--- src/rtl/riscv_pkg.sv ---
// Shared fetch-path types: the canonical NOP encoding and the {pc, instr} queue entry.
package riscv_pkg;

  localparam logic [31:0] NOP_INSTR = 32'h0000_0013;

  typedef struct packed {
    logic [31:0] pc;
    logic [31:0] instr;
  } fetch_entry_t;

endpackage

--- src/rtl/fetch_fifo.sv ---
// Small power-of-two queue of fetch entries with synchronous clear and combinational head.
module fetch_fifo
  import riscv_pkg::*;
#(
  parameter int unsigned DEPTH = 4,
  localparam int unsigned PW = $clog2(DEPTH),
  localparam int unsigned CW = PW + 1
) (
  input  logic         clk,
  input  logic         reset,
  input  logic         clear,
  input  logic         push,
  input  fetch_entry_t push_data,
  input  logic         pop,
  output fetch_entry_t head,
  output logic [CW-1:0] count
);

  fetch_entry_t  mem [DEPTH];
  logic [PW-1:0] rd_ptr_q, wr_ptr_q;
  logic [CW-1:0] count_q;
  logic          full, do_push, do_pop;

  assign full    = (count_q == CW'(DEPTH));
  assign do_push = push && !clear;
  // Pop on an empty queue is silently ignored.
  assign do_pop  = pop && !clear && (count_q != '0);

  always_ff @(posedge clk or posedge reset) begin
    if (reset) begin
      rd_ptr_q <= '0;
      wr_ptr_q <= '0;
      count_q  <= '0;
    end else if (clear) begin
      rd_ptr_q <= '0;
      wr_ptr_q <= '0;
      count_q  <= '0;
    end else begin
      if (do_push) wr_ptr_q <= wr_ptr_q + PW'(1);
      if (do_pop)  rd_ptr_q <= rd_ptr_q + PW'(1);
      count_q <= count_q + CW'(do_push) - CW'(do_pop);
    end
  end

  always_ff @(posedge clk) begin
    if (do_push) mem[wr_ptr_q] <= push_data;
  end

  assign head  = mem[rd_ptr_q];
  assign count = count_q;

  // The issue-side credit scheme must make this unreachable.
  push_when_full : assert property (@(posedge clk) disable iff (reset) !(push && full));

endmodule

--- src/rtl/if_prefetch.sv ---
// Instruction prefetch: credit-limited pipelined imem reads feeding a {pc, instr} queue,
// with flush-driven redirect that discards responses still in flight.
module if_prefetch
  import riscv_pkg::*;
#(
  parameter int unsigned DEPTH    = 4,
  parameter int unsigned MAX_OUT  = 2,
  parameter logic [31:0] RESET_PC = 32'h0
) (
  input  logic        clk,
  input  logic        reset,
  output logic        imem_req,
  output logic [31:0] imem_addr,
  input  logic        imem_gnt,
  input  logic        imem_rvalid,
  input  logic [31:0] imem_rdata,
  output logic        if_valid,
  output logic [31:0] if_pc,
  output logic [31:0] if_instr,
  input  logic        id_ready,
  input  logic        flush,
  input  logic [31:0] flush_pc
);

  localparam int unsigned CW = $clog2(DEPTH) + 1;
  localparam int unsigned OW = $clog2(MAX_OUT) + 1;

  logic [31:0]   fetch_pc_q, resp_pc_q;
  logic [OW-1:0] out_cnt_q, drop_cnt_q;
  logic [CW-1:0] count;
  fetch_entry_t  head, push_data;
  logic          issue, keep, drop, pop;
  logic [31:0]   inflight;

  // Credit: queued plus outstanding never exceeds the queue depth, so every response fits.
  assign inflight  = 32'(count) + 32'(out_cnt_q);
  assign imem_req  = !reset && !flush && (inflight < DEPTH) && (32'(out_cnt_q) < MAX_OUT);
  assign imem_addr = fetch_pc_q;

  assign issue = imem_req && imem_gnt;
  assign keep  = imem_rvalid && (drop_cnt_q == '0) && !flush;
  assign drop  = imem_rvalid && (drop_cnt_q != '0);
  assign pop   = if_valid && id_ready && !flush;

  assign push_data.pc    = resp_pc_q;
  assign push_data.instr = imem_rdata;

  always_ff @(posedge clk or posedge reset) begin
    if (reset) begin
      fetch_pc_q <= RESET_PC;
      resp_pc_q  <= RESET_PC;
      out_cnt_q  <= '0;
      drop_cnt_q <= '0;
    end else if (flush) begin
      // Everything still outstanding after this cycle is stale and must be discarded.
      fetch_pc_q <= flush_pc;
      resp_pc_q  <= flush_pc;
      out_cnt_q  <= out_cnt_q - OW'(imem_rvalid);
      drop_cnt_q <= out_cnt_q - OW'(imem_rvalid);
    end else begin
      if (issue) fetch_pc_q <= fetch_pc_q + 32'd4;
      if (keep)  resp_pc_q  <= resp_pc_q + 32'd4;
      out_cnt_q <= out_cnt_q + OW'(issue) - OW'(imem_rvalid);
      if (drop) drop_cnt_q <= drop_cnt_q - OW'(1);
    end
  end

  fetch_fifo #(
    .DEPTH(DEPTH)
  ) u_fifo (
    .clk      (clk),
    .reset    (reset),
    .clear    (flush),
    .push     (keep),
    .push_data(push_data),
    .pop      (pop),
    .head     (head),
    .count    (count)
  );

  assign if_valid = (count != '0);
  assign if_pc    = if_valid ? head.pc : 32'h0;
  assign if_instr = if_valid ? head.instr : NOP_INSTR;

endmodule

--- config.mk ---
export PLATFORM = sky130hd
export DESIGN_NAME = if_prefetch
export DESIGN_NICKNAME = d
export VERILOG_FILES = /design/src/rtl/riscv_pkg.sv /design/src/rtl/fetch_fifo.sv /design/src/rtl/if_prefetch.sv
export SDC_FILE = /design/constraint.sdc
export NUM_CORES = 1
export LEC_CHECK = 0
export ABC_AREA = 1
export CORE_MARGIN = 3
export CORE_UTILIZATION = 30
export DETAILED_ROUTE_END_ITERATION = 8
export DONT_BUFFER_PORTS = 1
export PLACE_DENSITY = 0.44
export SYNTH_ARGS = -nofsm -noshare
export SYNTH_HDL_FRONTEND = slang
export SYNTH_SLANG_ARGS = --single-unit
--- constraint.sdc ---
create_clock -name clk -period 4.65 [get_ports clk]
set_input_delay 0.93 -clock clk [delete_from_list [all_inputs] [get_ports clk]]
set_output_delay 0.93 -clock clk [all_outputs]
set_load 0.005 [all_outputs]
After elaboration in Yosys (flattened, before gate mapping)
Memory sizes are Yosys's and may differ from the RTL's.
Cells that the tools add are included.
{"block": "op_classes", "n_addsub": 11, "order_cmp": 2, "muxes": 16, "n_reduce_logical": 22}
{"op": "$mux 32", "n": 6}
{"op": "$add 32x3->32 const B", "n": 2}
{"op": "$mux 2", "n": 7}
{"op": "$logic_and 1x1->1", "n": 12}
{"op": "$reduce_bool 2->1", "n": 6}
{"op": "$add 2x1->2 const B", "n": 2}
{"op": "$add 3x2->4", "n": 1}
{"op": "$lt 4x3->1 const B", "n": 1}
{"op": "$sub 2x1->2", "n": 2}
{"op": "$add 3x1->3", "n": 1}
{"op": "$mux 3", "n": 1}
{"op": "$reduce_bool 3->1", "n": 1}
{"op": "$sub 3x1->3", "n": 1}
{"op": "$add 2x1->2", "n": 1}
{"op": "$logic_not 1->1", "n": 2}
{"op": "$logic_not 2->1", "n": 1}
{"op": "$lt 2x2->1 const B", "n": 1}
{"op": "$mux 1", "n": 2}
{"op": "$sub 2x1->2 const B", "n": 1}
{"block": "word_totals", "ff_bits": 75, "ramBits": 256, "in_bits": 70, "output_inout_bits": 98, "wordCells": 59, "memories": 1}
{"name": "u_fifo.mem", "depth": 4, "width": 64, "read_ports": 1, "rd_clocked_by_memory_dff": 0, "write_ports": 1, "line_no": "fetch_fifo.sv:19", "source": "fetch_entry_t mem [DEPTH];"}

Depth between registers and ports, before layout
Gate-level depths: netlist of run 1.
{"block": "depth", "ltp_word": 8, "depth_mapped": 13, "ltp_nobuf": 12}

By module
From an unflattened synthesis of run 1, not the netlist that was laid out.
{"block": "hier_totals", "cells_unflattened": 1701, "area_unflattened_um2": 16188.0}
{"module": "fetch_fifo", "n_inst": 1, "cells_each": 810, "area_each_um2": 10862.9}
{"module": "if_prefetch", "n_inst": 1, "cells_each": 891, "area_each_um2": 5325.1}

Worst setup path after synthesis of run 1
OpenSTA, ideal clock, no wires.
{"block": "synth_timing", "path_kind": "input-to-reg", "start": "input imem_rvalid", "end": "memory u_fifo.mem[0][0] (netlist name) (enable)", "setup_ns": 0.486, "t_arrival_ns": 4.248, "required_time_ns": 4.164, "setup_slack_ns": -0.084, "cell_stages": 5, "path_buffers": 1, "cell_sequence": "nand2_1 -> nor2_2 -> inv_1 -> buf_2 -> nor2_1"}
{"block": "synth_between", "elab_chain_cells": 5}
{"item": "start: declaration", "line_no": "if_prefetch.sv:15", "source": "input logic imem_rvalid,"}
{"item": "$logic_and 1x1->1 (2 in a row)", "line_no": "if_prefetch.sv:41", "source": "assign keep = imem_rvalid && (drop_cnt_q == '0) && !flush;"}
{"item": "$logic_and 1x1->1", "line_no": "fetch_fifo.sv:25", "source": "assign do_push = push && !clear;"}
{"item": "$mux 1", "line_no": "fetch_fifo.sv:46", "source": "if (do_push) mem[wr_ptr_q] <= push_data;"}
{"item": "$mux 1 (implied by the code)", "line_no": "fetch_fifo.sv:46"}
{"item": "end: declaration", "line_no": "fetch_fifo.sv:19"}
No other way between the ends.

Final worst setup path of run 1
{"block": "layout_timing", "start": "register u_fifo.rd_ptr_q[1]", "end": "output if_instr[19]"}
{"block": "layout_between", "elab_chain_cells": 2}
{"item": "start: declaration", "line_no": "fetch_fifo.sv:20", "source": "logic [PW-1:0] rd_ptr_q, wr_ptr_q;"}
{"item": "start signal: assignment", "line_no": "fetch_fifo.sv:40", "source": "if (do_pop) rd_ptr_q <= rd_ptr_q + PW'(1);"}
{"item": "$mem_v2 4x64"}
{"item": "$mux 32", "line_no": "if_prefetch.sv:83", "source": "assign if_instr = if_valid ? head.instr : NOP_INSTR;"}
{"item": "end: declaration", "line_no": "if_prefetch.sv:19", "source": "output logic [31:0] if_instr,"}
No other way between the ends.

==> results.sh, run 1 <==
export IMPL_hold_path_class="in2async"
export IMPL_maxCapViolations=0
export IMPL_synth_cell_types=38
export IMPL_cts_setup_buffers=0
export IMPL_final_hold_violation_count=0
export IMPL_drc=0
export IMPL_fillers=5005
export IMPL_peakVddDrop_uv=351.5
export IMPL_fin_total_pwr_w=0.008487
export IMPL_ys_seq_elements=331
export IMPL_min_period_ps=3924
export IMPL_htree_levels=2
export IMPL_synth_most_common_cell="nor2_1"
export IMPL_yosys_warnings=0
export IMPL_synth_xor_area_frac=0.01170
export IMPL_synth_top_family_by_area="simple AND/OR/NAND/NOR gates"
export IMPL_layout_drive_gt1_share=0.06654
export IMPL_max_slew_margin_rel=0.4267
export IMPL_synth_cells=1516
export IMPL_first_pass_iters=5
export IMPL_die_x_um=229.4
export IMPL_rsz0062_at_grt="no"
export IMPL_first_iter_violations=610
export IMPL_die_h_um=229.4
export IMPL_place_congestion=0.7995
export IMPL_synth_mux_area_frac=0
export IMPL_register_area_um2=9569
export IMPL_syn_nets=1600
export IMPL_synth_top_cell_area_share=0.5134
export IMPL_path_class="reg2out"
export IMPL_total_leakage_power_nw=6.271
export IMPL_powerDensity_nw_per_um2=501.7
export IMPL_drt_total_wl_um=42130
export IMPL_synth_flop_cell="edfxtp_1"
export IMPL_seq_area_frac_synth=0.6387
export IMPL_fin_skew_ps=21.25
export IMPL_coreArea_um2=49150
export IMPL_areaGrowthSynthToFinish_pct=12.98
export IMPL_postCtsHoldBufs=0
export IMPL_postSynthAreaPerCell_um2=9.878
export IMPL_route_vias_total=10460
export IMPL_overflow=0
export IMPL_slew_violations=0
export IMPL_start_kind="register"
export IMPL_setup_tns_ps=0
export IMPL_status="completed"
export IMPL_max_stage_delay_ps=870
export IMPL_setup_violations=0
export IMPL_crit_path_top_delay_cell="dfrtp_2"
export IMPL_detail_route_wl_per_cell_um=19.18
export IMPL_multi_input_area_um2=4706
export IMPL_synth_compound_area_frac=0.09550
export IMPL_synthSimpleGateAreaFrac=0.1928
export IMPL_endpoint_kind="output port"
export IMPL_placementRows=81
export IMPL_max_freq_ghz=0.2548
export IMPL_syn_cell_area_um2=14970
export IMPL_cts_sinks=331
export IMPL_path_clk_slew_ps=60
export IMPL_fin_nets=1590
export IMPL_ctsLongestPathBuffers=3
export IMPL_synth_edf_count=256
export IMPL_start_util=0.3046
export IMPL_cts_resized=0
export IMPL_worstMarginPinSlew_ps=859.9
export IMPL_grt_pass1_vias=10384
export IMPL_grt_pass1_wl_um=64730
export IMPL_cts_tree="yes"
export IMPL_grt_usage=0.1596
export IMPL_dieArea_um2=52630
export IMPL_ios=168
export IMPL_antenna_cells=0
export IMPL_synthTopCellsByCount="nor2_1 (347), edfxtp_1 (256), nand2_1 (246)"
export IMPL_cts_root_buf="clkbuf_16"
export IMPL_hpwl_um=26750
export IMPL_timing_hold_ws_ps=243.6
export IMPL_critPathArrivalTime_ps=2990
export IMPL_period_share=0.8439
export IMPL_viasPerCell=4.761
export IMPL_synth_top_area_cell="edfxtp_1"
export IMPL_io_buffer_count=0
export IMPL_async_reset_ff_frac=0.2266
export IMPL_grt_max_degree=130
export IMPL_critical_path_required_ps=3720
export IMPL_antenna_found_initial=0
export IMPL_drt_antenna_violating_nets=0
export IMPL_worstSkewPairLatency_ps=560
export IMPL_synth_fa_ha_area_frac=0.01220
export IMPL_critical_path_cell_chain="clkinv_2 -> buf_4 -> nor2_1 -> o21ai_0 -> a21oi_1"
export IMPL_crit_fanout=40
export IMPL_synth_area_leaders="edfxtp_1 (51%), dfrtp_1 (13%), nor2_1 (8.7%), nand2_1 (6.2%), o21ai_0 (5.5%)"
export IMPL_cts_made_buffers=39
==> final cells by class <==
cell class	count	area share
timing repair buffer	13	0.01021
inverter	114	0.02581
clock inverter	24	0.01228
tap	664	0.04911
multi-input combinational	1007	0.2782
sequential	331	0.5656
clock buffer	44	0.05880
==> state kept, by name (all words and copies together) (netlist names) <==
register	cells
u_fifo.mem	256
imem_addr	32
resp_pc_q	32
u_fifo.count	3
drop_cnt_q	2
out_cnt_q	2
u_fifo.rd_ptr_q	2
u_fifo.wr_ptr_q	2
==> per-layer routing <==
layer / track usage / routed length, um / vias up
li1: - / - / 5085
met1: 0.2146 / 19070 / 5058
met2: 0.2575 / 19500 / 262
met3: 0.04005 / 2659 / 55
met4: 0.04216 / 895 / 0
met5: 0 / 0 / -
==> worst paths after layout <==
kind / slack, ps / cells after the start / end / from
min reg2reg: 510 / 2 / imem_addr[0] / imem_addr[0]
max in group asynchronous: 3110 / 2 / u_fifo.rd_ptr_q[0] / reset
min: 240 / 1 / imem_addr[2] / reset
max reg2reg: 1730 / 8 / u_fifo.mem[2][45] / drop_cnt_q[0]
min in group clk: 440 / 1 / u_fifo.count[0] / flush
max: 730 / 5 / if_instr[19] / u_fifo.rd_ptr_q[1]
==> through the flow <==
step,utilization,area [um^2],cells,worst slack [ps]
after CTS,0.3442,16920,2197,619.8
after detailed placement,0.3197,15720,2129,1222
after global placement,0.3197,15720,2129,1292
after global routing,0.3442,16920,2197,447.8
after floorplan,-,14970,1516,-84.49
final,0.3442,16920,2197,725.7
==> placed cells by master, fill, tap and decap left out, drive strengths merged, types with 24 or more instances in the layout <==
| cell type | synthesis | routed |
|---|---|---|
| nor2 | 356 | 356 |
| edfxtp | 256 | 256 |
| nand2 | 250 | 250 |
| o21ai | 176 | 176 |
| inv | 113 | 112 |
| dfrtp | 75 | 75 |
| a21oi | 70 | 70 |
| nand3 | 65 | 65 |
| clkbuf | 23 | 44 |
| clkinv | 1 | 24 |
==> report_power, final <==
group / switching, W / total, W / internal [W]
Sequential: 0.000281 / 0.00374 / 0.00346
Clock: 0.00123 / 0.00289 / 0.00166
Combinational: 0.00136 / 0.00185 / 0.000491
==> cells by family after synthesis <==
kind of cell	count (synthesis)
flip-flops	331
XOR/XNOR	20
buffers and inverters	178
AND/OR/NAND/NOR	701
AO/OA/AOI/OAI	272
adder cells (fa/ha/maj)	14
==> worst max-delay path: cells and delay by family (launching register included) <==
kind	cells	cell delay [ps]
simple gates	1	140
compound gates	2	320
buf+inv	2	1070
flops	1	870
(Power assumes the default switching activity.)
==> run 2: changes to the inputs <==
PLACE_DENSITY = 0.43   (was 0.44)
clock period = 4.11 ns   (was 4.65 ns; I/O delays follow)
==> run 2 against run 1 <==
  * Count of clock-buffer cells in the layout is 9 higher
  * Critical path depth stayed put
  * Non-clock buffer count is 7 higher
==> results.sh, run 2 (synthesized netlist as in run 1, its figures left out) <==
export IMPL_detail_route_wl_per_cell_um=19.26
export IMPL_critPathMostFrequentCell="nor2_1"
export IMPL_grt_pass1_vias=10206
export IMPL_crit_path_top_delay_cell="buf_4"
export IMPL_drt_antenna_violating_nets=0
export IMPL_cts_root_buf="clkbuf_16"
export IMPL_fillers=4980
export IMPL_path_class="reg2out"
export IMPL_path_clk_slew_ps=60
export IMPL_status="completed"
export IMPL_start_kind="register"
export IMPL_rsz0062_at_grt="no"
export IMPL_endpoint="if_pc[12]"
export IMPL_dieArea_um2=52630
export IMPL_max_slew_margin_rel=0.3807
export IMPL_cts_sinks=331
export IMPL_period_share=0.7818
export IMPL_worstSkewPairLatency_ps=560
export IMPL_r2r_end="u_fifo.count[2]"
export IMPL_critical_path_required_ps=3290
export IMPL_drc=0
export IMPL_max_stage_delay_ps=690
export IMPL_final_hold_violation_count=0
export IMPL_rr_startpoint="u_fifo.count[1]"
export IMPL_placementRows=81
export IMPL_route_vias_total=10439
export IMPL_path_buf_inv=1
export IMPL_hpwl_um=27340
export IMPL_cts_resized=0
export IMPL_timing_hold_ws_ps=118.3
export IMPL_grt_usage=0.1604
export IMPL_first_pass_iters=4
export IMPL_reg2reg_depth=12
export IMPL_endpoint_kind="output port"
export IMPL_max_freq_ghz=0.3112
export IMPL_setup_tns_ps=0
export IMPL_drt_total_wl_um=42460
export IMPL_ctsLongestPathBuffers=3
export IMPL_cp_depth=5
export IMPL_fin_nets=1597
export IMPL_postCtsHoldBufs=0
export IMPL_grt_pass1_wl_um=64960
export IMPL_grt_max_degree=79
export IMPL_io_buffer_count=0
export IMPL_crit_fanout=78
export IMPL_largest_reg_flops=256
export IMPL_worstMarginPinSlew_ps=928.9
export IMPL_coreArea_um2=49150
export IMPL_areaGrowthSynthToFinish_pct=13.03
export IMPL_cts_setup_buffers=0
export IMPL_place_ws_ps=1257
export IMPL_overflow=0
export IMPL_die_h_um=229.4
export IMPL_powerDensity_nw_per_um2=565.9
export IMPL_die_x_um=229.4
export IMPL_first_iter_violations=557
export IMPL_cp_top_family="buffers and inverters"
export IMPL_setup_violations=0
export IMPL_largest_register="u_fifo.mem"
export IMPL_hold_path_class="in2async"
export IMPL_cts_tree="yes"
export IMPL_critical_path_cell_chain="buf_4 -> nor2_1 -> nor2_1 -> o21ai_0 -> a21oi_1"
export IMPL_final_cell_mix="nor2_1 (343), edfxtp_1 (256), nand2_1 (246)"
export IMPL_fin_skew_ps=24.27
export IMPL_start_util=0.3046
export IMPL_crit_start="u_fifo.rd_ptr_q[0]"
export IMPL_antenna_cells=0
export IMPL_fin_ws_ps=896.8
export IMPL_slew_violations=0
export IMPL_peakVddDrop_uv=292.9
export IMPL_reg2reg_slack_ps=1430
export IMPL_final_common_cell="nor2_1"
export IMPL_critPathArrivalTime_ps=2390
export IMPL_maxCapViolations=0
export IMPL_min_period_ps=3213
export IMPL_viasPerCell=4.734
export IMPL_antenna_found_initial=0
export IMPL_total_leakage_power_nw=6.272
export IMPL_place_congestion=0.8273
export IMPL_cts_made_buffers=39
export IMPL_ios=168
export IMPL_htree_levels=2
export IMPL_layout_drive_gt1_share=0.06424
[run 2: cell count changes in the layout (fill, tap and decap cells not counted), sizes merged]
cell | previous run | this run
clkinvlp | 0 | 1
bufinv | 2 | 1
clkinv | 24 | 16
clkbuf | 44 | 53
buf | 13 | 20
[run 2: how the worst min path moves through the flow]
stage | startpoint | end | slack [ps]
2_1_floorplan | imem_addr[0] | imem_addr[0] | 470
3_3_place_gp | drop_cnt_q[1] | drop_cnt_q[1] | 530
3_5_place_dp | drop_cnt_q[1] | drop_cnt_q[1] | 540
4_1_cts | reset | imem_addr[18] | 100
5_1_grt | reset | imem_addr[19] | 110
6_report | reset | imem_addr[19] | 120
[run 2: stage by stage]
step | cell area (um^2) | util | cells | power, W
finish | 16930 | 0.3443 | 2205 | 0.009578
global route | 16930 | 0.3443 | 2205 | 0.01018
CTS | 16930 | 0.3443 | 2205 | 0.009777
detailed placement | 15770 | 0.3208 | 2136 | 0.006506
global placement | 15770 | 0.3208 | 2136 | 0.006486
floorplan | 14970 | - | 1516 | 0.005668
[run 2: final cells by class]
cell class,instances,area (um^2),share of cell area
repair buffers,20,225.2,0.01331
inverters,114,435.4,0.02573
clock inverters,16,108.9,0.006432
flip-flops and latches,331,9569,0.5654
multi-input cells,1007,4706,0.2780
well taps,664,830.8,0.04909
clock buffers,53,1050,0.06202
[run 2: power by group]
part | internal (W) | switching, W | total, W
registers | 0.00392 | 0.000298 | 0.00421
logic | 0.000567 | 0.00159 | 0.00215
clock network | 0.00185 | 0.00136 | 0.00321
[run 2: routing by layer]
layer  up-vias  wire (um)  share of wire  track usage
met2       236      19940           0.47       0.2600
li1       5126          -              -            -
met1      5019      19340           0.46       0.2167
met3        58       2308          0.054      0.03868
met4         0        872          0.021      0.04000
met5         -          0              0            0
==> run 3: changes to the inputs <==
clock period = 3.2 ns   (was 4.11 ns; I/O delays follow)
==> run 3 against run 2 <==
  * Via count down 0.15%
  * Non-clock buffer count up 4
  * Global-route usage down 0.27 points
  * Critical path depth unchanged
  * Sequential share of layout area down 0.72 points
  * Flip-flop and latch count unchanged
  * Worst setup slack worse by 540 ps
  * First-iteration DRC count down 12%
==> results.sh, run 3 (synthesized netlist as in run 1, its figures left out) <==
export IMPL_powerDensity_nw_per_um2=737.0
export IMPL_min_period_ps=2848
export IMPL_start_util=0.3046
export IMPL_viasPerCell=4.708
export IMPL_first_pass_iters=5
export IMPL_first_iter_violations=489
export IMPL_io_buffer_count=0
export IMPL_cts_resized=0
export IMPL_drt_antenna_violating_nets=0
export IMPL_max_freq_ghz=0.3512
export IMPL_cp_top_family="compound AO/OA/AOI/OAI gates"
export IMPL_cts_root_buf="clkbuf_16"
export IMPL_hpwl_um=26680
export IMPL_grt_pass1_vias=10125
export IMPL_place_congestion=0.8530
export IMPL_critPathMostFrequentCell="nor2_1"
export IMPL_cts_tree="yes"
export IMPL_hold_path_class="in2async"
export IMPL_overflow=0
export IMPL_endpoint_kind="output port"
export IMPL_start_kind="register"
export IMPL_largest_register="u_fifo.mem"
export IMPL_grt_pass1_wl_um=64030
export IMPL_timing_hold_ws_ps=143.3
export IMPL_worstSkewPairLatency_ps=570
export IMPL_placementRows=81
export IMPL_slew_violations=0
export IMPL_drt_total_wl_um=41980
export IMPL_fin_ws_ps=352.4
export IMPL_antenna_cells=0
export IMPL_critical_path_required_ps=2560
export IMPL_total_leakage_power_nw=6.366
export IMPL_setup_violations=0
export IMPL_max_slew_margin_rel=0.5269
export IMPL_die_x_um=229.4
export IMPL_crit_fanout=129
export IMPL_coreArea_um2=49150
export IMPL_path_buf_inv=1
export IMPL_critical_path_cell_chain="buf_12 -> nor2_1 -> nor2_1 -> o21ai_0 -> a21oi_1"
export IMPL_cts_made_buffers=40
export IMPL_grt_usage=0.1578
export IMPL_layout_drive_gt1_share=0.07097
export IMPL_ios=168
export IMPL_postCtsHoldBufs=0
export IMPL_fin_skew_ps=25.35
export IMPL_htree_levels=2
export IMPL_final_common_cell="nor2_1"
export IMPL_rsz0062_at_grt="no"
export IMPL_final_cell_mix="nor2_1 (343), edfxtp_1 (256), nand2_1 (246)"
export IMPL_grt_max_degree=130
export IMPL_final_hold_violation_count=0
export IMPL_cts_setup_buffers=0
export IMPL_worstMarginPinSlew_ps=709.6
export IMPL_route_vias_total=10423
export IMPL_peakVddDrop_uv=631.8
export IMPL_detail_route_wl_per_cell_um=18.96
export IMPL_die_h_um=229.4
export IMPL_period_share=0.8899
export IMPL_cts_sinks=331
export IMPL_status="completed"
export IMPL_areaGrowthSynthToFinish_pct=14.48
export IMPL_dieArea_um2=52630
export IMPL_largest_reg_flops=256
export IMPL_path_clk_slew_ps=60
export IMPL_critPathArrivalTime_ps=2210
export IMPL_antenna_found_initial=0
export IMPL_drc=0
export IMPL_max_stage_delay_ps=430
export IMPL_path_class="reg2out"
export IMPL_ctsLongestPathBuffers=3
export IMPL_place_ws_ps=812.2
export IMPL_crit_path_top_delay_cell="dfrtp_4"
export IMPL_maxCapViolations=0
export IMPL_fin_nets=1602
## run 3: cell count changes in the layout (fill, tap and decap cells not counted), sizes merged
cell | before | now
buf | 20 | 24
bufinv | 1 | 3
clkinv | 16 | 18
clkinvlp | 1 | 3
inv | 112 | 111
## run 3: path summary, 6_finish.rpt
kind,startpoint,to,slack (ps),cells past startpoint
worst max-delay path,u_fifo.rd_ptr_q[0],if_pc[14],350,5
worst min-delay path,reset,u_fifo.wr_ptr_q[1],140,2
worst max register to register,u_fifo.count[1],u_fifo.count[2],840,12
worst min register to register,imem_addr[0],imem_addr[0],510,2
max in group asynchronous,reset,imem_addr[5],1990,3
min in group clk,flush,u_fifo.count[0],160,1
## run 3: stage by stage
| stage | power, W | cell area, um^2 | util | std cells | TNS, ps |
|---|---|---|---|---|---|
| global placement | 0.008377 | 15850 | 0.3224 | 2140 | 0 |
| finish | 0.01264 | 17140 | 0.3488 | 2214 | 0 |
| CTS | 0.01290 | 17140 | 0.3488 | 2214 | 0 |
| global route | 0.01340 | 17140 | 0.3488 | 2214 | 0 |
| detailed placement | 0.008401 | 15850 | 0.3224 | 2140 | 0 |
| floorplan | 0.007277 | 14990 | - | 1516 | -45980 |
## run 3: routing by layer
| layer | GRT usage | vias to the layer above | wire length, um |
|---|---|---|---|
| met1 | 0.2114 | 4984 | 19020 |
| met2 | 0.2531 | 262 | 19440 |
| li1 | - | 5118 | - |
| met5 | 0 | - | 0 |
| met3 | 0.03868 | 59 | 2489 |
| met4 | 0.04765 | 0 | 1023 |
## run 3: area by class of cell
type / instances / area (um^2)
clock buffer: 53 / 1060
clock inverter: 21 / 234.0
fill: 4921 / 32010
inverter: 114 / 437.9
multi-input combinational: 1007 / 4706
sequential: 331 / 9569
tap: 664 / 830.8
timing repair buffer: 24 / 305.3
## run 3: report_power, final
part           internal [W]  switching [W]  total (W)
registers           0.00503       0.000387    0.00542
clock network       0.00260        0.00181    0.00441
logic              0.000774        0.00204    0.00281
## run 3: worst register-to-register path, delay by kind of cell (launching register included)
kind	cells	cell delay, ps
adder cells (fa/ha/maj)	3	770
flip-flops	1	430
AND/OR/NAND/NOR	6	900
buffers and inverters	3	190
==> patch 1, RTL diff (config.mk and constraints of run 3) <==
`MAX_OUT`: 2 -> 4.
--- a/src/rtl/if_prefetch.sv
+++ b/src/rtl/if_prefetch.sv
@@ -6,3 +6,3 @@
   parameter int unsigned DEPTH    = 4,
-  parameter int unsigned MAX_OUT  = 2,
+  parameter int unsigned MAX_OUT  = 4,
   parameter logic [31:0] RESET_PC = 32'h0
Check against the original RTL: not equivalent (a bounded check fails within 4 cycles, from zero or initial values and one cycle with reset high).
==> patch 1 against run 3 <==
  * Routed wire length up 1.3%
  * Final area rose by 0.88%
  * Largest cell class unchanged
  * Non-clock buffer count shrank 2
  * Synthesized area up 1.3%
  * Via count is 1.4% higher
  * Setup slack improved by 7.6 ps
  * Sequential cell count up 2
  * Critical path depth unchanged
  * First-iteration DRC count up 28%
  * Total power is 0.31% lower
  * Critical path type unchanged
  * Cell count increased by 0.77%
==> patch 1: results (changes against run 3) <==
Mapped Cells=1538 (+1.5%); Max stage delay cell, worst path=dfrtp_1; Global Route met1 Usage=21.3% (+0.15 points); Fill cells=5089 (+3.4%); share of cells above drive strength 1=7.59% (+0.50 points); Final HPWL DP=26.4 mm (-1.2%); Switching Fraction=33.0% (-0.47 points); Area after DPL=0.0161 sq mm (+1.3%); Power Total=12600 uW (-0.31%); Routed WL=42.5 mm (+1.3%); Max Clk Rate=352 MHz (+0.27%); crit path capture=if_instr[1]; status=complete, no violations; Peak VDD IR=386 uV (-39%); Top Family by Delay on Critical Path=buffers and inverters; Met1 Routed Length=19.2 mm (+0.75%); layout net count=1627 (+1.6%); r2r startpoint=out_cnt_q[2]; met3 routed WL=2.60 mm (+4.3%); GP Congestion=0.815 (-4.4%); synthesized net count=1626 (+1.6%); Critical Path Fanout Max=62 (-52%); total track usage=16.0% (+0.19 points); setup slack, reg-to-reg=610 ps (-230 ps); ys async rst share=23.1% (+0.46 points); pre-CTS setup slack=593 ps (-220 ps); first-pass GRT wire length=65.2 mm (+1.8%); met3 usage=4.21% (+0.34 points)
patch 1: final cells by class:
type	instances	share of cell area, %
Inverter	87	1.94
Tap cell	664	4.80
Clock inverter	13	0.825
Multi-Input combinational cell	1055	28.7
Clock buffer	57	6.34
Timing Repair Buffer	22	1.75
Sequential cell	333	55.6
patch 1: kinds of logic after synthesis:
kind of cell             after synthesis  share of synthesized area [%]
AND/OR/NAND/NOR                      765                           20.9
buffers and inverters                150                           4.20
XOR/XNOR                              19                           1.10
adder cells (fa/ha/maj)               18                           1.58
AO/OA/AOI/OAI                        253                           8.80
flip-flops                           333                           63.4
patch 1: worst min path at each step:
stage / startpoint / to / depth (start not counted)
floorplan: imem_addr[0] / imem_addr[0] / 2
global placement: imem_addr[0] / imem_addr[0] / 2
detailed placement: imem_addr[1] / imem_addr[1] / 2
CTS: reset / imem_addr[0] / 2
global route: reset / imem_addr[0] / 2
finish: reset / out_cnt_q[1] / 2
==> patch 2, RTL diff (config.mk and constraints of run 3) <==
Without the edit above. Reset style: synchronous (`reset`), changed in 2 clocked blocks.
--- a/src/rtl/fetch_fifo.sv
+++ b/src/rtl/fetch_fifo.sv
@@ -28,3 +28,3 @@
 
-  always_ff @(posedge clk or posedge reset) begin
+  always_ff @(posedge clk) begin
     if (reset) begin
--- a/src/rtl/if_prefetch.sv
+++ b/src/rtl/if_prefetch.sv
@@ -47,3 +47,3 @@
 
-  always_ff @(posedge clk or posedge reset) begin
+  always_ff @(posedge clk) begin
     if (reset) begin
Formal check against the unedited RTL: differs if reset is asserted again (counterexample within 4 cycles, from zero or initial values and one cycle with reset high); with reset held inactive, the same outputs for 4 cycles.
==> patch 2 against run 3 <==
  * Routed wire length increased by 0.56%
  * Cell count up 2.2%
  * Via count is 2.7% higher
  * Largest cell class unchanged
  * Global-route usage grew 0.31 points
  * Synthesized cell count increased by 4.4%
  * Synthesized area is 1.0% lower
  * Sequential cell count increased by 2
  * Setup slack better by 14 ps
  * Final area shrank 1.8%
  * Count of clock-buffer cells in the layout shrank 6
Power is not compared: it rests on default switching activity, and its combinational part moved more than twofold at a synthesized area within 25%.
==> patch 2: results (changes against run 3) <==
Max stage delay cell, worst path=dfxtp_4; Area contributors post-synth=edfxtp_1 (52%), dfxtp_1 (10%), nor2_1 (9.9%), nand2_1 (7.0%), o21ai_0 (5.8%); core area=0.0482 sq mm (-1.8%); pre-CTS setup slack=721 ps (-91.0 ps); max incr delay on CP=470 ps (+40 ps); Critical Path Fanout Max=115 (-11%); vias per inst=4.73 (+0.49%); Routed WL=42.2 mm (+0.56%); Final HPWL DP=26.8 mm (+0.36%); Top Family by Delay on Critical Path=flip-flops; Cell Count, Final, Fillers Out=2263 (+2.2%); #MultiIn Comb=1085 (+7.7%); share of cells above drive strength 1=6.04% (-1.1 points); initial DRC count=609 (+25%); Hold WC Path Type=primary input to flip-flop; fraction of area in multi-input gates=29.3% (+1.9 points); largest net degree at the start of global routing=116 (-11%); inverter count=96 (-16%); Fill cells=4979 (+1.2%); seq_cells=333 (+0.60%); Non-CTS buffers=21 (-13%); grt met2 use=26.2% (+0.86 points); status=complete, no violations; Area after DPL=0.0156 sq mm (-1.6%); met3 usage=4.13% (+0.26 points); number of CTS-inserted buffers=39 (-2.5%); placed instance count=2191 (+2.4%); Final Skew=18.4 ps (-7.00 ps); buffering overhead=1.46% (-0.32 points); vias in the first global route=10600 (+4.8%); Clock Latency Late Sink=560 ps; first-pass GRT wire length=64.9 mm (+1.4%); final instance area=0.0168 sq mm (-1.8%); total track usage=16.1% (+0.31 points); clock buffers=47 (-11%)
==> patch 2: kinds of logic (layout without fill, tap and decap cells) <==
logic type | after synthesis | in the layout | synth area share (%)
AND/OR/NAND/NOR | 741 | 741 | 20.0
flip-flops | 333 | 333 | 62.3
AO/OA/AOI/OAI | 315 | 315 | 10.9
buffers and inverters | 165 | 189 | 4.64
XOR/XNOR | 15 | 15 | 0.887
adder cells (fa/ha/maj) | 14 | 14 | 1.23
==> patch 2: final timing paths <==
path	start	end	slack [ps]
worst max register to register	u_fifo.count[1]	out_cnt_q[1]	880
worst min register to register	u_fifo.rd_ptr_q[1]	flip-flop	470
worst min-delay path	reset	imem_addr[6]	150
worst max-delay path	flip-flop	if_pc[9]	370
==> patch 2: metal layers <==
layer | wire [microns] | up-vias
li1 | - | 5324
met1 | 18900 | 5090
met2 | 19600 | 237
met3 | 2680 | 55
met4 | 1010 | 0
met5 | 0 | -
